[src/rtl/ram_slot_seq.sv]
// ram_slot_seq: 16-phase DRAM bus framer with CPU and video/refresh/DMA slot arbitration
module ram_slot_seq #(
    parameter int REF_INTERVAL = 32
) (
    input  logic       clk32,
    input  logic       porb,
    input  logic       cycsel_en,
    input  logic       cpu_req,
    input  logic       cpu_we,
    input  logic       vid_req,
    input  logic       dma_req,
    input  logic       dma_we,
    output logic       ras_n,
    output logic       cas_n,
    output logic       we_n,
    output logic       addr_col,
    output logic       cpu_ack,
    output logic       vid_ack,
    output logic       dma_ack,
    output logic [2:0] owner,
    output logic       locked
);
    localparam logic [2:0] IDLE = 3'd0;
    localparam logic [2:0] CPU  = 3'd1;
    localparam logic [2:0] VID  = 3'd2;
    localparam logic [2:0] DMA  = 3'd3;
    localparam logic [2:0] REF  = 3'd4;

    logic [3:0] phase, phase_nx;
    logic [2:0] l_nx, own_sel, own_nx;
    logic [7:0] ref_cnt;
    logic       ref_pending, wr, wr_nx, lock_nx, start, vstart, expire, act, win;

    // Next-state view of the frame: outputs are registered from the phase/owner being entered,
    // so a resync (phase forced to 0) deasserts every strobe on the following clock.
    always_comb begin
        phase_nx = cycsel_en ? 4'd0 : phase + 4'd1;
        l_nx     = phase_nx[2:0];
        lock_nx  = locked | cycsel_en;
        start    = l_nx == 3'd0;
        vstart   = start && phase_nx[3] && lock_nx;
        expire   = vstart && ref_cnt == 8'(REF_INTERVAL - 1);
        own_sel  = !lock_nx ? IDLE :
                   !phase_nx[3] ? (cpu_req ? CPU : IDLE) :
                   vid_req ? VID : ref_pending ? REF : dma_req ? DMA : IDLE;
        own_nx   = start ? own_sel : owner;
        wr_nx    = start ? (own_sel == CPU ? cpu_we : (own_sel == DMA && dma_we)) : wr;
        act      = own_nx != IDLE;
        win      = act && l_nx >= 3'd1 && l_nx <= 3'd5;
    end

    // Frame state, refresh bookkeeping and registered DRAM strobes / acks.
    always_ff @(posedge clk32 or negedge porb) begin
        if (!porb) begin
            phase       <= 4'd0;
            locked      <= 1'b0;
            owner       <= IDLE;
            wr          <= 1'b0;
            ref_cnt     <= 8'd0;
            ref_pending <= 1'b0;
            ras_n       <= 1'b1;
            cas_n       <= 1'b1;
            we_n        <= 1'b1;
            addr_col    <= 1'b0;
            cpu_ack     <= 1'b0;
            vid_ack     <= 1'b0;
            dma_ack     <= 1'b0;
        end else begin
            phase       <= phase_nx;
            locked      <= lock_nx;
            owner       <= own_nx;
            wr          <= wr_nx;
            ref_cnt     <= vstart ? (expire ? 8'd0 : ref_cnt + 8'd1) : ref_cnt;
            ref_pending <= expire | (ref_pending & ~(vstart && own_sel == REF));
            ras_n       <= ~win;
            cas_n       <= ~(act && own_nx != REF && l_nx >= 3'd3 && l_nx <= 3'd5);
            we_n        <= ~(win && wr_nx);
            addr_col    <= act && l_nx >= 3'd2 && l_nx <= 3'd5;
            cpu_ack     <= l_nx == 3'd6 && own_nx == CPU;
            vid_ack     <= l_nx == 3'd6 && own_nx == VID;
            dma_ack     <= l_nx == 3'd6 && own_nx == DMA;
        end
    end
endmodule

[config.mk]
export PLATFORM = sky130hd
export DESIGN_NAME = ram_slot_seq
export DESIGN_NICKNAME = d
export VERILOG_FILES = /design/src/rtl/ram_slot_seq.sv
export SDC_FILE = /design/constraint.sdc
export NUM_CORES = 1
export LEC_CHECK = 0
export CAP_MARGIN = 25
export CORE_UTILIZATION = 46
export DETAILED_ROUTE_END_ITERATION = 8
export PLACE_DENSITY_LB_ADDON = 0.05
export SLEW_MARGIN = 20
export SYNTH_ARGS = -nofsm -noshare
export SYNTH_HDL_FRONTEND = slang
export SYNTH_SLANG_ARGS = --single-unit
export TNS_END_PERCENT = 10
[constraint.sdc]
create_clock -name clk32 -period 2 [get_ports clk32]
set_clock_uncertainty 0.1 [all_clocks]
set_input_delay 0.4 -clock clk32 [delete_from_list [all_inputs] [get_ports clk32]]
set_output_delay 0.4 -clock clk32 [all_outputs]
set_load 0.1 [all_outputs]
==> results list, run 1 <==
* Cells after synthesis: 107
* Area of the core region: 2320 um^2
- The max-slew violation count was 0.
* Placement row count: 17
- Largest area contributor in the synthesized netlist: sky130_fd_sc_hd__dfrtp_1
- Endpoint type of the worst setup path: flip-flop
- The worst path in the final design needs a cycle of 1.92 ns, including I/O delays and setup.
* Delay of the slowest cell on the worst path: 0.42 ns
- Dividing the detail-routed wire length by the instance count gives 13.9 um.
- The final route contains 902 vias.
* Mapped cell area: 1170 um^2
- WP data required: 2.13 ns
* Sequential cell area in the final layout: 633 um^2
- The placed instances occupy a cell area of 1510 um^2.
* Total number of clock tree sinks: 25
- Combinational fraction of design power: 0.245
- After clock tree synthesis, the clock-pin slew on the worst setup and hold paths is 0.14 ns.
- Number of setup buffers added after CTS: 0
- The register with the most flip-flops in the layout has 8 of them.
- The die is 52.5 um tall.
* Effective utilization at floorplan: 0.507
- Cell internal power was estimated by the tool at 703 uW.
* Layout Cells excl Fill: 164
* Final routed wirelength across all metal layers: 2280 um
- The critical path is of the in2reg type.
* Overall die width: 52.5 um
* Slew headroom: 0.651
- Once layout is done, the placed cells without fillers occupy 1540 um^2.
- The first global-routing pass estimated 3900 um of wire.
* Arrival time reported for the critical path endpoint: 2.05 ns
* Final layout net count: 147
- Area growth from synthesis to final layout: 31.2%
- For this run, the detailed router's first-pass iteration total came to 4.
* Number of enable flip-flop cells after synthesis: 0
- Static timing analysis puts the maximum clock frequency at 0.522 GHz.
* Antenna violations before repair: 0
- Actual slew at the worst max-slew pin: 0.522 ns
* # Max-Cap Violations: 0
- Yosys mapped the design onto 41 distinct sky130hd cell types.
* Global placement routability congestion: 0.781
- After synthesis, the share of flip-flops with an asynchronous set or reset is 1.00.
- The layout has 199 filler cells.
- Half-perimeter wire length after detailed placement: 1820 um
- Grouping stages by cell kind, the critical path spends the most delay in simple AND/OR/NAND/NOR gates.
- By area the synthesized netlist is led by sky130_fd_sc_hd__dfrtp_1 47%, sky130_fd_sc_hd__dfstp_2 6.7%, sky130_fd_sc_hd__nand3_1 3.4%.
* Clock tree from TritonCTS: done
* Registers with the most flip-flops: ref_cnt x8, phase x4, owner x3
- Endpoints failing setup: 0
- Buffer cell driving the clock tree root: sky130_fd_sc_hd__clkbuf_4
- The share of synthesized area in the top cell type comes to 0.469.
* Number of buffers added by the clock tree synthesis step: 3
- Maximum number of pins on one net before global-route repair: 17
- The clock passes through at most 2 buffers.
- Clock latency on the worst-skew pair: 0.32 ns
- Placed instance count: 160
- Crit path buffers/inverters: 1
- Count of unresolved DRC violations after routing: 0
- The analysis attributes to cell leakage a power of 0.000716 uW.
- Share of cells above drive strength 1: 0.265
* Largest fanout on the critical path: 5
* Average cell area after synthesis: 11.0 um^2
* Commonest non-fill, non-tap cell in the layout: sky130_fd_sc_hd__dfrtp_1
- Starting DRT DRC Count: 11
* Total global routing overflow: 0
- Of the total power, the share spent switching nets is 0.315.
- Flip-flop and latch count after synthesis: 25
- Worst supply voltage drop on vdd: 413 uV
- Portion of total power attributed to the clock network: 0.219
- 19 I/O pins were placed.
* Largest register by flop count: ref_cnt
- The most used flip-flop cell after synthesis is sky130_fd_sc_hd__dfrtp_1.
* Post-Synthesis Net Count: 117
- Once detail routing completed, the nets flagged for antenna violations numbered 0.
- Multi-input combinational cell area: 523 um^2
- Sort of element at the start of the critical path: input port
- Worst hold slack: 0.318 ns
* Class of the tightest hold or removal check: in2async
- Buffers placed on the I/O ports in this run total 18.
- Slowest cell on crit path: sky130_fd_sc_hd__clkdlybuf4s50_1
- Sequence of cells on the critical path: clkdlybuf4s50_1 > or3b_1 > mux2i_4 > o21a_1 > a21oi_1 > nor4_1
- In the layout the commonest cells are 21 x sky130_fd_sc_hd__dfrtp_1, 13 x sky130_fd_sc_hd__buf_4, 8 x sky130_fd_sc_hd__nor2_1, 8 x sky130_fd_sc_hd__nand3_1.
- The repair_antennas step left the layout with diodes totalling 0.
- The number of hold violations in the final report was 0.
* Total routing usage reported by global routing: 0.198
* Power per Cell Area: 666 nW/um^2
* Die area: 2760 um^2
- For this run, the register share of the synthesized area comes to 0.536.
* Deepest level of the CTS H-tree: 1
* Fraction of power consumed by sequential logic: 0.537
- Yosys warnings: 0
- Of the available clock period, the critical path in the final layout requires 0.958.
- Result of the run: finished clean
- Number of global-route vias before repair: 866
- In the routed layout, each cell is associated on average with a via count of 5.50.
- Setup repair after global routing could not meet its margin everywhere.
- Summed over all nets, the switching power comes to 324 uW.
-- path summary, 6_finish.rpt --
kind	start	endpoint	slack, ns	cells after the start
max in group asynchronous	porb	owner[0]$_DFF_PN0_	0.99	2
min in group clk32	ref_cnt[7]$_DFFE_PN0P_	ref_cnt[7]$_DFFE_PN0P_	0.39	1
worst max-delay path	cycsel_en	dma_ack$_DFF_PN0_	0.08	6
worst min register to register	ref_cnt[7]$_DFFE_PN0P_	ref_cnt[7]$_DFFE_PN0P_	0.39	1
worst max register to register	locked$_DFF_PN0_	dma_ack$_DFF_PN0_	0.14	5
worst min-delay path	porb	addr_col$_DFF_PN0_	0.32	1
-- cells by family after synthesis --
logic type                 share of synthesized area
AOI/OAI and AO/OA                             0.0767
xor gates and xnor gates                      0.0586
adders and majority gates                     0.0213
buffers and inverters                         0.0202
DFF                                            0.536
muxes                                         0.0458
and+or+nand+nor                                0.242
-- power by group through the flow --
stage                     Clock (uW)  Combinational, uW  Sequential (uW)
after global routing             253                267              554
final                            224                251              551
after global placement             0                247              559
after detailed placement           0                251              561
after floorplan                    0               63.1              644
after CTS                        230                252              551
-- worst reg2reg max path, cell delays in order, from the launching register on --
cell and delay (ns):
sky130_fd_sc_hd__dfrtp_4 0.48, sky130_fd_sc_hd__or3b_1 0.40, sky130_fd_sc_hd__mux2i_4 0.23, sky130_fd_sc_hd__o21a_1 0.21, sky130_fd_sc_hd__a21oi_1 0.11, sky130_fd_sc_hd__nor4_1 0.26
-- layer usage --
metal / GRT usage / routed length (um) / vias up
met1: 0.274 / 1140 / 436
li1: - / - / 442
met5: 0 / 0 / -
met2: 0.312 / 1030 / 20
met3: 0.0348 / 77 / 4
met4: 0.0702 / 24 / 0
-- metrics by stage --
step / TNS [ns] / worst slack (ns) / total power (uW) / utilization
2_1_floorplan: 0 / 0.0816 / 707 / -
3_3_place_gp: -1.91 / -0.192 / 806 / 0.652
3_5_place_dp: -2.44 / -0.253 / 812 / 0.652
4_1_cts: 0 / 0.0142 / 1030 / 0.664
5_1_grt: -0.0273 / -0.0254 / 1070 / 0.665
6_report: 0 / 0.0840 / 1030 / 0.665
-- repair_timing --
item,4_1_cts,5_1_grt
hold buffers,0,0
setup endpoints to repair,0,14
resized for setup,0,1
-- synth_stat cells, types with 3 or more instances --
library cell               instances
sky130_fd_sc_hd__xor2_1            3
sky130_fd_sc_hd__dfstp_2           3
sky130_fd_sc_hd__xnor2_1           3
sky130_fd_sc_hd__nor3_1            4
sky130_fd_sc_hd__dfrtp_1          22
sky130_fd_sc_hd__nor4_1            4
sky130_fd_sc_hd__nor2_1            8
sky130_fd_sc_hd__a21oi_1           4
sky130_fd_sc_hd__nand2_1           5
sky130_fd_sc_hd__or2_2             3
sky130_fd_sc_hd__inv_1             4
sky130_fd_sc_hd__nand3_1           8
sky130_fd_sc_hd__nand3b_1          3
-- final cells by class --
type	count	share of cell area
clock buffers	3	0.0146
inverters	4	0.00974
multi-input cells	76	0.339
repair buffers	27	0.200
flip-flops and latches	25	0.411
well taps	28	0.0227
clock inverters	1	0.00325
Note: power is estimated with default switching activity, not from simulation.
==> run 2: changes to the inputs <==
--- a/config.mk
+++ b/config.mk
@@ -6,7 +6,7 @@
 export NUM_CORES = 1
 export LEC_CHECK = 0
 export CAP_MARGIN = 25
-export CORE_UTILIZATION = 46
+export CORE_UTILIZATION = 51
 export DETAILED_ROUTE_END_ITERATION = 8
 export PLACE_DENSITY_LB_ADDON = 0.05
 export SLEW_MARGIN = 20
==> constraint.sdc (replaced) <==
create_clock -name clk32 -period 1.9 [get_ports clk32]
set_clock_uncertainty 0.1 [all_clocks]
set_input_delay 0.38 -clock clk32 [delete_from_list [all_inputs] [get_ports clk32]]
set_output_delay 0.38 -clock clk32 [all_outputs]
set_load 0.1 [all_outputs]
==> results list, run 2 (synthesis gave the netlist of run 1 again) <==
- Arrival time reported for the critical path endpoint: 2.01 ns (-0.04 ns)
- Worst hold slack: 0.316 ns (-0.00214 ns)
- The fraction of layout cells with a size suffix above 1 was 0.314 (+0.0496).
- Slew headroom: 0.688 (+0.0372)
* Registers with the most flip-flops: ref_cnt x8, phase x4, owner x3
- Vias/cell: 5.48 (-0.43%)
* Clk pin slew, worst setup/hold paths: 0.13 ns (about the same)
* Count of unresolved DRC violations after routing: 0 (unchanged)
- Class of the tightest hold or removal check: in2async
- Overall die height: 50.0 um (-4.8%)
- The setup path with the least slack is of type in2reg.
* Post-route cell area: 1640 um^2 (+6.7%)
- Routed length per instance: 14.7 um (+6.0%)
- For this run, the top clock speed supported by timing is 0.529 GHz.
- # IOs: 19 (unchanged)
- The number of global-route vias before repair was 866 (unchanged).
- Antenna violations before repair: 0 (unchanged)
* Sum of negative setup slack: 0 ns (unchanged)
- Number of detailed-routing iterations run before antenna repair: 4 (unchanged)
- Max-slew violation count: 0 (unchanged)
* RSZ-0062 raised after global routing: yes
* Delay of the slowest cell on the worst path: 0.42 ns (about the same)
- Clock tree from TritonCTS: done
- Largest register by flop count: ref_cnt
* Largest fanout on the critical path: 5 (unchanged)
* Post-route clock period utilization: 0.994
* Global placement routability congestion: 0.809 (+3.6%)
- The number of buffers added on ports is 18 (unchanged).
* Actual slew at the worst max-slew pin: 0.463 ns (-0.0584 ns)
- The first-pass GRT wire length was 4010 um (+2.8%).
- Routed via count: 920 (+2.0%)
- Sort of element at the start of the critical path: input port
- The number of clock sinks seen by CTS is 25 (unchanged).
- Placement row count: 17 (unchanged)
- Count of filler cells inserted in the layout: 140 (-30%)
- Clock latency on the worst-skew pair: 0.32 ns (about the same)
- Commonest non-fill, non-tap cell in the layout: sky130_fd_sc_hd__dfrtp_1
- Bufs on Longest Clock Path: 2 (unchanged)
* Result of the run: finished clean
- Die area: 2500 um^2 (-9.4%)
- Overall die width: 50.0 um (-4.8%)
- The count of antenna-violating nets left after detailed routing is 0 (unchanged).
- The area of the core was 2190 um^2 (-5.5%).
* Final layout net count: 151 (+2.7%)
* Maximum number of pins on one net before global-route repair: 26 (+9)
- Final routed wirelength across all metal layers: 2480 um (+8.6%)
- The static leakage was 0.000744 uW (+3.9%).
* Number of buffers added by the clock tree synthesis step: 3 (unchanged)
* Worst supply voltage drop on vdd: 631 uV (+53%)
- Hold Buf Count CTS: 0 (unchanged)
- The effective utilization at floorplan was 0.536 (+0.0295).
- Top delay family on crit path: multiplexers
* Crit path buffers/inverters: 1 (unchanged)
* Sequence of cells on the critical path: clkdlybuf4s50_1 > or3b_1 > mux2i_4 > o21a_1 > mux2i_1 > o31ai_1
- The DRC marker count from the first detailed-route iteration is 12 (+1).
- The leftover overflow at the end of global routing came to 0 (unchanged).
* Min Tclk post-route: 1.89 ns
* Count of antenna diodes in the layout: 0 (unchanged)
- The utilization after layout was 0.750 (+0.0856).
- Power per Cell Area: 672 nW/um^2 (+0.94%)
- Clock tree synthesis selected as its root buffer the cell sky130_fd_sc_hd__clkbuf_4.
* Deepest level of the CTS H-tree: 1 (unchanged)
- WP data required: 2.02 ns (-0.11 ns)
- Endpoint type of the worst setup path: flip-flop
- The area after detailed placement was 1570 um^2 (+3.8%).
- From synthesis to final layout, the design area changed by 39.9%.
- The number of hold violations in the final report is 0 (unchanged).
* Total routing usage reported by global routing: 0.221 (+0.0224)
- The overall power consumption came to 1100 uW (+7.7%).
- The final HPWL from detailed placement is 1790 um (-1.7%).
- Endpoints failing setup: 0 (unchanged)
* Commonest cells after routing, fill and taps aside: 21 x sky130_fd_sc_hd__dfrtp_1, 13 x sky130_fd_sc_hd__buf_4, 11 x sky130_fd_sc_hd__buf_12, 8 x sky130_fd_sc_hd__nor2_1, 8 x sky130_fd_sc_hd__nand3_1
- On the critical path, the stage with the largest delay is an instance of sky130_fd_sc_hd__or3b_1.
- # Max-Cap Violations: 0 (unchanged)
* Max FFs per register: 8 (unchanged)
## run 2: final timing paths
| path | cells past startpoint | from | end | slack, ns |
|---|---|---|---|---|
| setup reg to reg | 6 | phase[0]$_DFF_PN0_ | wr$_DFF_PN0_ | 0.06 |
| hold / removal | 2 | porb | ref_cnt[6]$_DFFE_PN0P_ | 0.32 |
| setup / recovery | 6 | cycsel_en | wr$_DFF_PN0_ | 0.01 |
| hold reg to reg | 1 | ref_cnt[7]$_DFFE_PN0P_ | ref_cnt[7]$_DFFE_PN0P_ | 0.38 |
| max in group asynchronous | 2 | porb | ras_n$_DFF_PN1_ | 1.09 |
| min in group clk32 | 1 | ref_cnt[7]$_DFFE_PN0P_ | ref_cnt[7]$_DFFE_PN0P_ | 0.38 |
## run 2: layer usage
metal,wire (um),share of wire,track usage,up-vias
li1,-,-,-,444
met2,1170,0.47,0.320,28
met1,1160,0.47,0.315,444
met5,0,0,0,-
met3,100,0.040,0.0309,4
met4,51,0.021,0.119,0
## run 2: area by class of cell
| type | count | area (um^2) | area share |
|---|---|---|---|
| Multi-Input combinational cell | 76 | 547 | 0.333 |
| Clock buffer | 4 | 26.3 | 0.0160 |
| Tap cell | 28 | 35.0 | 0.0213 |
| Sequential cell | 25 | 633 | 0.385 |
| Inverter | 4 | 15.0 | 0.00913 |
| Timing Repair Buffer | 31 | 388 | 0.236 |
## run 2: report_power, final
group          leakage, uW  internal [uW]  switching [uW]
logic             0.000408            118             167
clock network    0.0000150           82.2             155
registers         0.000321            560            23.1
total             0.000744            760             345
## run 2: repair_timing
action	CTS	global route
resized for setup	1	5
pin swaps	1	3
setup buffers	0	3
setup endpoints to repair	12	10
## run 2: stage by stage
step                      worst slack (ns)  instances
final                               0.0110        168
after global routing               -0.0433        168
after CTS                          0.00779        165
after detailed placement            -0.372        161
after global placement              -0.256        161
after floorplan                    -0.0184        107
## run 2: worst reg2reg max path, stage by stage, from the launching register on
cell and delay [ns]:
sky130_fd_sc_hd__dfrtp_1 0.41, sky130_fd_sc_hd__buf_4 0.15, sky130_fd_sc_hd__nand3_1 0.16, sky130_fd_sc_hd__xor2_1 0.27, sky130_fd_sc_hd__mux2i_1 0.31, sky130_fd_sc_hd__nor2_1 0.11, sky130_fd_sc_hd__o31ai_1 0.25
==> run 3: changes to the inputs <==
--- a/config.mk
+++ b/config.mk
@@ -9,6 +9,7 @@
 export CORE_UTILIZATION = 51
 export DETAILED_ROUTE_END_ITERATION = 8
 export PLACE_DENSITY_LB_ADDON = 0.05
+export SETUP_SLACK_MARGIN = 0.1
 export SLEW_MARGIN = 20
 export SYNTH_ARGS = -nofsm -noshare
 export SYNTH_HDL_FRONTEND = slang
==> constraint.sdc (replaced) <==
create_clock -name clk32 -period 2.11 [get_ports clk32]
set_clock_uncertainty 0.1 [all_clocks]
set_input_delay 0.422 -clock clk32 [delete_from_list [all_inputs] [get_ports clk32]]
set_output_delay 0.422 -clock clk32 [all_outputs]
set_load 0.1 [all_outputs]
==> results list, run 3 (synthesis gave the netlist of run 1 again) <==
* Hold Buf Count CTS: 0 (unchanged)
* Capturing element of the worst setup path: ref_pending$_DFF_PN0_
- RSZ-0062 raised after global routing: yes
* Worst-case reg-to-reg path depth: 6 (unchanged)
- Arrival time reported for the critical path endpoint: 2.04 ns (+0.03 ns)
- Count of filler cells inserted in the layout: 162 (+16%)
- F_max: 0.515 GHz
* Fin. Hold Viols: 0 (unchanged)
- Result of the run: finished clean
- The number of maximum-capacitance violations came to 0 (unchanged).
* Number of detailed-routing iterations run before antenna repair: 5 (+1)
- Leaving out fill and tap cells, the most frequent cell in the layout is sky130_fd_sc_hd__dfrtp_1.
- The number of nets in the layout came to 148 (-2.0%).
* Power per Cell Area: 639 nW/um^2 (-4.9%)
- The maximum number of pins on one net before global-route repair came to 26 (unchanged).
- Of the available clock period, the critical path in the final layout requires 0.920.
- Total routing usage reported by global routing: 0.209 (-0.0122)
- The path class of the tightest hold or removal check is in2async.
- The first-pass GRT wire length came to 3880 um (-3.3%).
- Compared with the post-synthesis result, the final layout area differs by 29.4%.
- Final routed wirelength across all metal layers: 2210 um (-11%)
* Vias/cell: 5.55 (+1.4%)
* Count of antenna diodes in the layout: 0 (unchanged)
- Buffer cell driving the clock tree root: sky130_fd_sc_hd__clkbuf_4
- Critical path start-end classification: reg2reg
- The wire length per cell after detailed routing was 13.4 um (-9.0%).
- Worst Setup Slack, final: 0.168 ns (+0.157 ns)
- The routed design could run at a clock period as short as 1.94 ns.
* Critical R2R Capture: ref_pending$_DFF_PN0_
* Placement row count: 17 (unchanged)
- Reg2Reg Launch Point: phase[0]$_DFF_PN0_
* Total number of clock tree sinks: 25 (unchanged)
* Startpoint of the worst setup timing path: phase[0]$_DFF_PN0_
- Commonest cells after routing, fill and taps aside: 21 x sky130_fd_sc_hd__dfrtp_1, 16 x sky130_fd_sc_hd__buf_4, 8 x sky130_fd_sc_hd__nor2_1, 8 x sky130_fd_sc_hd__nand3_1, 7 x sky130_fd_sc_hd__clkdlybuf4s50_1
* # IOs: 19 (unchanged)
* Endpoint type of the worst setup path: flip-flop
* Clk pin slew, worst setup/hold paths: 0.13 ns (about the same)
- Half-perimeter wire length after detailed placement: 1690 um (-5.1%)
- Endpoints failing setup: 0 (unchanged)
- The utilization after layout came to 0.694 (-0.0565).
- Worst-case register-to-register setup slack: 0.17 ns (+0.11 ns)
- Layout Cells excl Fill: 165 (-1.8%)
- Number of global-route vias before repair: 883 (+2.0%)
* Total global routing overflow: 0 (unchanged)
- The number of flip-flops under the largest register name came to 8 (unchanged).
* Antenna violations before repair: 0 (unchanged)
* Global placement routability congestion: 0.810 (about the same)
* Worst supply voltage drop on vdd: 455 uV (-28%)
- Die area: 2500 um^2 (unchanged)
- TritonCTS built the clock tree.
* Placed instance count: 158 (-1.9%)
- Worst hold slack: 0.361 ns (+0.0459 ns)
- WP data required: 2.21 ns (+0.19 ns)
* Clock latency on the worst-skew pair: 0.31 ns (about the same)
- The effective utilization at floorplan is 0.536 (unchanged).
- The worst setup path is launched from a flip-flop.
* Largest register by flop count: ref_cnt
- The DRC marker count from the first detailed-route iteration is 13 (+1).
- Routed via count: 916 (-0.43%)
- Share of cells above drive strength 1: 0.263 (-0.0515)
* Registers with the most flip-flops: ref_cnt x8, phase x4, owner x3
- Overall die height: 50.0 um (unchanged)
- Area of the core region: 2190 um^2 (unchanged)
* Count of unresolved DRC violations after routing: 0 (unchanged)
- The horizontal die dimension is 50.0 um (unchanged).
- The depth of the CTS H-tree came to 1 (unchanged).
- The static leakage came to 0.000710 uW (-4.6%).
- The count of antenna-violating nets left after detailed routing came to 0 (unchanged).
- Quantity of I/O buffers inserted on ports: 18 (unchanged)
- Bufs on Longest Clock Path: 2 (unchanged)
- The transition at the pin with the smallest max-transition slack is 0.435 ns (-0.0285 ns).
* Slew headroom: 0.707 (+0.0192)
- The largest driver fanout on the critical path is 10 (+5).
- The worst setup slack before clock tree synthesis came to -0.143 ns (+0.229 ns).
- The max-slew violation count came to 0 (unchanged).
- The number of buffers created by CTS was 3 (unchanged).
-- run 3: changes by cell type in the layout (fill, tap and decap cells not counted), sizes merged --
cell,delta
buf,-3
-- run 3: what timing repair did --
| action | in CTS | in global routing |
|---|---|---|
| setup buffers | 0 | 3 |
| gates resized for setup | 1 | 0 |
| endpoints found under the hold margin | 0 | 0 |
| setup endpoints to repair | 5 | 6 |
-- run 3: routing by layer --
metal	vias up	GRT usage	wire, um	share of wire
met5	-	0	0	0
met4	0	0.0857	36	0.016
met3	4	0.0370	98	0.044
met2	30	0.313	1020	0.46
met1	441	0.295	1060	0.48
li1	441	-	-	-
-- run 3: worst min-delay path by stage --
stage	from	to	slack (ns)	depth (start not counted)
2_1_floorplan	porb	addr_col$_DFF_PN0_	0.03	0
3_3_place_gp	ref_cnt[7]$_DFFE_PN0P_	ref_cnt[7]$_DFFE_PN0P_	0.36	1
3_5_place_dp	wr$_DFF_PN0_	wr$_DFF_PN0_	0.38	2
4_1_cts	porb	cpu_ack$_DFF_PN0_	0.37	2
5_1_grt	porb	ref_cnt[7]$_DFFE_PN0P_	0.38	2
6_report	porb	dma_ack$_DFF_PN0_	0.36	2
-- run 3: metrics by stage --
| step | total power [uW] | instance area (um^2) | TNS, ns |
|---|---|---|---|
| finish | 971 | 1520 | 0 |
| global route | 1010 | 1520 | 0 |
| CTS | 970 | 1500 | 0 |
| detailed placement | 765 | 1470 | -1.10 |
| global placement | 759 | 1470 | -0.677 |
| floorplan | 670 | 1180 | 0 |
-- run 3: critical path, cell delays in order, from the launching register on --
cell                      delay, ns
sky130_fd_sc_hd__dfrtp_1       0.44
sky130_fd_sc_hd__ha_1          0.25
sky130_fd_sc_hd__xnor2_2       0.17
sky130_fd_sc_hd__and3b_2       0.32
sky130_fd_sc_hd__nand2_2       0.15
sky130_fd_sc_hd__o41ai_1       0.28
sky130_fd_sc_hd__nand2_1       0.11
-- run 3: final cells by class --
type	count	area (um^2)	area share
multi-input combinational	76	523	0.344
sequential	25	631	0.415
tap	28	35.0	0.0230
inverter	4	15.0	0.00988
clock buffer	4	26.3	0.0173
timing repair buffer	28	290	0.191
-- run 3: report_power, final --
group | total (uW) | internal [uW] | switching [uW]
clock network | 208 | 73.9 | 134
registers | 523 | 504 | 18.8
logic | 240 | 95.2 | 145
